===== config.mk =====
export PLATFORM = sky130hd
export DESIGN_NAME = uart_rx_sampler_flat
export DESIGN_NICKNAME = d
export VERILOG_FILES = /design/src/rtl/uart_rx_sampler_pkg.sv /design/src/rtl/uart_rx_sampler_if.sv /design/src/rtl/uart_rx_sampler_edge_bit_counter.sv /design/src/rtl/uart_rx_sampler.sv /design/src/flat_wrapper.sv
export SDC_FILE = /design/constraint.sdc
export NUM_CORES = 1
export LEC_CHECK = 0
export CORE_ASPECT_RATIO = 1.25
export CORE_UTILIZATION = 40
export DETAILED_ROUTE_END_ITERATION = 8
export GPL_ROUTABILITY_DRIVEN = 0
export GPL_TIMING_DRIVEN = 0
export PLACE_DENSITY = 0.66
export REMOVE_ABC_BUFFERS = 1
export SLEW_MARGIN = 30
export SYNTH_ARGS = -nofsm -noshare
export SYNTH_HDL_FRONTEND = slang
export SYNTH_SLANG_ARGS = --single-unit

===== constraint.sdc =====
create_clock -name CLK -period 2.2 [get_ports CLK]
set_input_delay 0.33 -clock CLK [delete_from_list [all_inputs] [get_ports CLK]]
set_output_delay 0.33 -clock CLK [all_outputs]
set_load 0.01 [all_outputs]

===== src/rtl/uart_rx_sampler_pkg.sv =====
// uart_rx_pkg: shared widths, legal prescale values, frame lengths and sample-point helper
package uart_rx_pkg;
  localparam int DEF_PRESCALE_W = 6;
  localparam int DEF_BIT_CNT_W = 4;
  localparam int PRESC_8 = 8;
  localparam int PRESC_16 = 16;
  localparam int PRESC_32 = 32;
  localparam int FRAME_BITS_NOPAR = 10;
  localparam int FRAME_BITS_PAR = 11;
  function automatic int unsigned mid_point(input int unsigned prescale);
    return prescale >> 1;
  endfunction
endpackage


===== src/rtl/uart_rx_sampler_if.sv =====
// uart_rx_sampler_if: line, controls and sampler results shared between receive FSM and sampler
interface uart_rx_sampler_if
  import uart_rx_pkg::*;
#(
  parameter int PRESCALE_W = DEF_PRESCALE_W,
  parameter int BIT_CNT_W = DEF_BIT_CNT_W
);
  logic RX_IN;
  logic [PRESCALE_W-1:0] prescale;
  logic enable;
  logic data_sample_enable;
  logic reset_counters;
  logic rx_sync;
  logic [PRESCALE_W-1:0] edge_cnt;
  logic [BIT_CNT_W-1:0] bit_cnt;
  logic sampled_bit;
  logic sample_valid;
  modport master (
    output RX_IN, prescale, enable, data_sample_enable, reset_counters,
    input rx_sync, edge_cnt, bit_cnt, sampled_bit, sample_valid
  );
  modport slave (
    input RX_IN, prescale, enable, data_sample_enable, reset_counters,
    output rx_sync, edge_cnt, bit_cnt, sampled_bit, sample_valid
  );
endinterface


===== src/rtl/uart_rx_sampler_edge_bit_counter.sv =====
// uart_rx_edge_bit_counter: oversample tick counter with wrap and saturating bit counter
module uart_rx_edge_bit_counter
  import uart_rx_pkg::*;
#(
  parameter int PRESCALE_W = DEF_PRESCALE_W,
  parameter int BIT_CNT_W = DEF_BIT_CNT_W
) (
  input  logic CLK,
  input  logic RST,
  input  logic [PRESCALE_W-1:0] prescale,
  input  logic enable,
  input  logic reset_counters,
  output logic [PRESCALE_W-1:0] edge_cnt,
  output logic [BIT_CNT_W-1:0] bit_cnt
);
  logic wrap;
  assign wrap = edge_cnt >= prescale - PRESCALE_W'(1);
  always_ff @(posedge CLK) begin
    if (RST || reset_counters) begin
      edge_cnt <= '0;
      bit_cnt <= '0;
    end else if (enable) begin
      edge_cnt <= wrap ? '0 : edge_cnt + PRESCALE_W'(1);
      if (wrap && bit_cnt != '1) bit_cnt <= bit_cnt + BIT_CNT_W'(1);
    end
  end
endmodule


===== src/rtl/uart_rx_sampler.sv =====
// uart_rx_sampler: RX_IN synchroniser, edge/bit counters and 3-sample majority voter
module uart_rx_sampler
  import uart_rx_pkg::*;
#(
  parameter int SYNC_STAGES = 2,
  parameter int PRESCALE_W = DEF_PRESCALE_W,
  parameter int BIT_CNT_W = DEF_BIT_CNT_W
) (
  input logic CLK,
  input logic RST,
  uart_rx_sampler_if.slave rx
);
  logic [SYNC_STAGES-1:0] sync_q;
  logic [PRESCALE_W-1:0] half;
  logic [2:0] samp;
  logic [1:0] n;
  logic cap, at0, at1, at2, vote, bit_q;
  always_ff @(posedge CLK) begin
    if (RST) sync_q <= '1;
    else sync_q <= {sync_q[SYNC_STAGES-2:0], rx.RX_IN};
  end
  assign rx.rx_sync = sync_q[SYNC_STAGES-1];
  uart_rx_edge_bit_counter #(.PRESCALE_W(PRESCALE_W), .BIT_CNT_W(BIT_CNT_W)) u_cnt (
    .CLK(CLK),
    .RST(RST),
    .prescale(rx.prescale),
    .enable(rx.enable),
    .reset_counters(rx.reset_counters),
    .edge_cnt(rx.edge_cnt),
    .bit_cnt(rx.bit_cnt)
  );
  assign half = PRESCALE_W'(mid_point(32'(rx.prescale)));
  assign cap = rx.enable && rx.data_sample_enable && !rx.reset_counters;
  assign at0 = cap && rx.edge_cnt == half - PRESCALE_W'(2);
  assign at1 = cap && rx.edge_cnt == half - PRESCALE_W'(1);
  assign at2 = cap && rx.edge_cnt == half;
  assign vote = at2 && n == 2'd2;
  always_ff @(posedge CLK) begin
    if (RST) begin
      samp <= 3'b111;
      n <= '0;
      rx.sample_valid <= 1'b0;
      bit_q <= 1'b1;
    end else begin
      rx.sample_valid <= vote;
      bit_q <= rx.sampled_bit;
      if (rx.reset_counters || (rx.edge_cnt == '0 && !at0)) begin
        samp <= 3'b111;
        n <= '0;
      end else if (at0 || at1 || at2) begin
        samp <= {samp[1:0], rx.rx_sync};
        n <= at0 ? 2'd1 : (at1 && n == 2'd1) ? 2'd2 : 2'd0;
      end
    end
  end
  assign rx.sampled_bit = rx.sample_valid ? (samp[0] & samp[1]) | (samp[0] & samp[2]) | (samp[1] & samp[2]) : bit_q;
endmodule

===== src/flat_wrapper.sv =====
// flat-port wrapper written by rule: the top's interface ports become plain ports
module uart_rx_sampler_flat import uart_rx_pkg::*;
#(
  parameter int SYNC_STAGES = 2,
  parameter int PRESCALE_W = DEF_PRESCALE_W,
  parameter int BIT_CNT_W = DEF_BIT_CNT_W
)
  (CLK, RST, rx_RX_IN, rx_prescale, rx_enable, rx_data_sample_enable, rx_reset_counters, rx_rx_sync, rx_edge_cnt, rx_bit_cnt, rx_sampled_bit, rx_sample_valid);
  uart_rx_sampler_if #(.PRESCALE_W(PRESCALE_W), .BIT_CNT_W(BIT_CNT_W)) rx_i ();
  input logic CLK;
  input logic RST;
  input wire logic [$bits(rx_i.RX_IN)-1:0] rx_RX_IN;
  input wire logic [$bits(rx_i.prescale)-1:0] rx_prescale;
  input wire logic [$bits(rx_i.enable)-1:0] rx_enable;
  input wire logic [$bits(rx_i.data_sample_enable)-1:0] rx_data_sample_enable;
  input wire logic [$bits(rx_i.reset_counters)-1:0] rx_reset_counters;
  output wire logic [$bits(rx_i.rx_sync)-1:0] rx_rx_sync;
  output wire logic [$bits(rx_i.edge_cnt)-1:0] rx_edge_cnt;
  output wire logic [$bits(rx_i.bit_cnt)-1:0] rx_bit_cnt;
  output wire logic [$bits(rx_i.sampled_bit)-1:0] rx_sampled_bit;
  output wire logic [$bits(rx_i.sample_valid)-1:0] rx_sample_valid;
  assign rx_i.RX_IN = rx_RX_IN;
  assign rx_i.prescale = rx_prescale;
  assign rx_i.enable = rx_enable;
  assign rx_i.data_sample_enable = rx_data_sample_enable;
  assign rx_i.reset_counters = rx_reset_counters;
  assign rx_rx_sync = rx_i.rx_sync;
  assign rx_edge_cnt = rx_i.edge_cnt;
  assign rx_bit_cnt = rx_i.bit_cnt;
  assign rx_sampled_bit = rx_i.sampled_bit;
  assign rx_sample_valid = rx_i.sample_valid;
  uart_rx_sampler #(.SYNC_STAGES(SYNC_STAGES), .PRESCALE_W(PRESCALE_W), .BIT_CNT_W(BIT_CNT_W)) u_core (.CLK(CLK), .RST(RST), .rx(rx_i));
endmodule

==> impl_metrics.env <==
export IMPL_avgRoutedWirePerCell_um=14.46
export IMPL_status="completed"
export IMPL_crit_path_end_kind="flip-flop"
export IMPL_yosysTopAreaCellShare_pct=27.84
export IMPL_path_clk_slew_ps=70
export IMPL_drt_iter0_drc=14
export IMPL_dieArea_um2=3655
export IMPL_synth_top_cells_by_area="dfxtp_1 (28%), ha_1 (13%), xor2_1 (7.7%)"
export IMPL_p_clk_share_pct=32.5
export IMPL_cp_start_kind="primary input"
export IMPL_vias=1123
export IMPL_hold_slack_ps=417.2
export IMPL_rows=23
export IMPL_worstHoldPathType="flip-flop to flip-flop"
export IMPL_crit_chain="buf_4, inv_1, ha_1, o21ai_2, xor2_1, ha_1, nand4_1, o221ai_4, nand2_2, nor4b_4, nor3b_2"
export IMPL_seqPwrFrac_pct=48.4
export IMPL_final_nets=199
export IMPL_ys_async_sr_fraction_pct=0
export IMPL_initial_core_util_pct=42.39
export IMPL_hold_viol=0
export IMPL_postLayoutCellArea_um2=1760
export IMPL_clock_fmax_mhz=470.0
export IMPL_synth_distinct_cells=43
export IMPL_ys_ff_latch=19
export IMPL_switchingPower_uw=188.1
export IMPL_grt_max_degree=13
export IMPL_skew_ps=6.549
export IMPL_path_buf_inv=2
export IMPL_slowest_delay_ps=330
export IMPL_period_share_pct=96.70
export IMPL_power_density_nw_per_um2=411.7
export IMPL_multi_input_area_um2=1008
export IMPL_power_leakage_nw=0.6599
export IMPL_first_pass_iters=4
export IMPL_synth_avg_cell_area_um2=9.170
export IMPL_worstPathRequired_ps=2340
export IMPL_yosysMostFrequentCell="dfxtp_1"
export IMPL_grt_pass1_vias=1094
export IMPL_die_y_um=67.35
export IMPL_yosys_warnings=0
export IMPL_grtUsageTotal_pct=18.72
export IMPL_internal_power_uw=536.7
export IMPL_clock_latency_ps=250
export IMPL_critPathKind="primary input to flip-flop"
export IMPL_final_seq_area_um2=380.4
export IMPL_final_core_util_pct=54.62
export IMPL_path_max_fanout=8
export IMPL_dieWidth_um=54.28
export IMPL_totalWireLength_um=3023
export IMPL_p_sw_share_pct=25.95
export IMPL_cp_data_arrival_time_ps=2270
export IMPL_hpwl_um=2350
export IMPL_layout_drive_gt1_share_pct=22.67
export IMPL_power_total_uw=724.8
export IMPL_port_buffer_count=24
export IMPL_cts_buffer_depth=2
export IMPL_crit_family="simple AND/OR/NAND/NOR gates"
export IMPL_setup_tns_ps=0
export IMPL_io_pin_count=25
export IMPL_crit_path_frequent_cell="ha_1"
export IMPL_fp_coreArea_um2=3223
export IMPL_setup_violations=0
export IMPL_vias_per_cell=5.373
export IMPL_antennaDiodeCount=0
export IMPL_syn_area_um2=1366
export IMPL_syn_inst=149
export IMPL_grt_pass1_wl_um=5002
export IMPL_area_growth_pct=28.85
export IMPL_p_comb_share_pct=19.1
export IMPL_postPlaceCellArea_um2=1615
export IMPL_slew_headroom_pct=66.80
export IMPL_synth_main_ff_cell="dfxtp_1"
export IMPL_synth_commonest_cells="dfxtp_1 (19), ha_1 (14), nor2_1 (13), xor2_1 (12), xnor2_1 (11)"
export IMPL_antenna_found_initial=0
export IMPL_cts_tree="done"
export IMPL_grt_overflow=0
export IMPL_period_minus_slack_ps=2127
export IMPL_critPathSlowestCell="ha_1"
export IMPL_maxCapViolCount=0
export IMPL_drcViolationCount=0
export IMPL_numCtsBuffers=3
export IMPL_peakVddDrop_v=0.0003897
export IMPL_n_fill_cell=312
export IMPL_report_final_slew_viol_count=0
export IMPL_synth_edf_count=0
export IMPL_htree_levels=1
export IMPL_cts_root_buf="clkbuf_8"
export IMPL_ant_nets=0
export IMPL_cts_sinks=19
export IMPL_seq_area_frac_synth_pct=27.84
export IMPL_holdBufCountCts=0
export IMPL_tightest_slew_ps=497.3
export IMPL_synth_top_cell_by_area="dfxtp_1"
[cells by family (layout without fill, tap and decap cells)]
| kind of cell | count (synthesis) | after routing | share of synthesized area, % |
|---|---|---|---|
| AND/OR/NAND/NOR | 57 | 57 | 27.02 |
| flip-flops | 19 | 19 | 27.84 |
| adder cells (fa/ha/maj) | 15 | 15 | 13.55 |
| multiplexers | 6 | 6 | 4.487 |
| XOR/XNOR | 24 | 24 | 15.93 |
| AO/OA/AOI/OAI | 13 | 13 | 5.953 |
| buffers and inverters | 15 | 38 | 5.219 |
[metal layers]
metal / global-route usage, % / up-vias / part of all wire (%)
li1: - / 565 / -
met1: 21.66 / 535 / 43
met2: 33.08 / 19 / 53
met3: 3.829 / 4 / 3.0
met4: 6.410 / 0 / 1.6
met5: 0 / - / 0
[path summary, 6_finish.rpt]
kind,start,to,slack (ps),cells after the start
hold / removal,u_core.sync_q[0],u_core.sync_q[1],420,1
setup / recovery,rx_prescale[3],u_core.u_cnt.bit_cnt[3],70,11
setup reg to reg,u_core.u_cnt.edge_cnt[0],u_core.u_cnt.bit_cnt[2],230,8
hold reg to reg,u_core.sync_q[0],u_core.sync_q[1],420,1
[state kept, by name (all words and copies together) (netlist names)]
name / flops
u_core.u_cnt.bit_cnt: 4
u_core.sync_q: 2
u_core.samp: 3
u_core.rx.sample_valid: 1
u_core.u_cnt.edge_cnt: 6
u_core.bit_q: 1
u_core.n: 2
[cells in the final DEF (no fill, tap or decap), types with 2 or more instances in the layout]
master / n
nand2_2: 3
nand2_1: 3
nand3b_1: 4
xnor2_1: 10
nor2_1: 12
nor3_1: 3
buf_4: 3
nor3b_2: 2
clkdlybuf4s50_1: 18
xnor2_2: 2
clkbuf_8: 3
or2_2: 3
dfxtp_1: 19
nor4_1: 3
nand4b_1: 2
nand4_1: 4
mux2i_1: 5
inv_1: 6
nor3_2: 3
nand3_1: 4
ha_1: 11
a21oi_1: 4
ha_2: 2
xor2_1: 12
inv_4: 2
[through the flow]
stage,instances,setup slack [ps]
after global routing,209,-25.34
final,209,72.51
after detailed placement,204,-1068
after global placement,204,-903.8
after CTS,208,12.50
after floorplan,143,-41.89
[worst reg2reg max path, delay by kind of cell (launching register included)]
family / cells / cell delay, ps
flip-flops: 1 / 490
AND/OR/NAND/NOR: 3 / 420
AO/OA/AOI/OAI: 2 / 410
adder cells (fa/ha/maj): 1 / 290
XOR/XNOR: 1 / 140
buffers and inverters: 1 / 110
[power groups by stage]
stage          logic, mW  clock network (mW)  registers, mW
3_3_place_gp       0.119                   0          0.359
3_5_place_dp       0.124                   0          0.359
6_report           0.139               0.235          0.351
2_1_floorplan     0.0717                   0          0.359
4_1_cts            0.129               0.244          0.351
5_1_grt            0.151               0.260          0.351
[timing repair]
action,in CTS,in global routing
setup endpoints to repair,13,15
buffers inserted,0,1
gates cloned,0,0
pin swaps,3,9
gates resized for setup,23,24
[final cells by class]
| type | instances | share of cell area (%) |
|---|---|---|
| Clock buffer | 3 | 2.345 |
| Clock inverter | 1 | 0.2843 |
| Inverter | 9 | 2.203 |
| Multi-Input combinational cell | 115 | 57.29 |
| Sequential cell | 19 | 21.61 |
| Tap cell | 37 | 2.630 |
| Timing Repair Buffer | 25 | 13.65 |
Power figures use the tool's default switching activity.
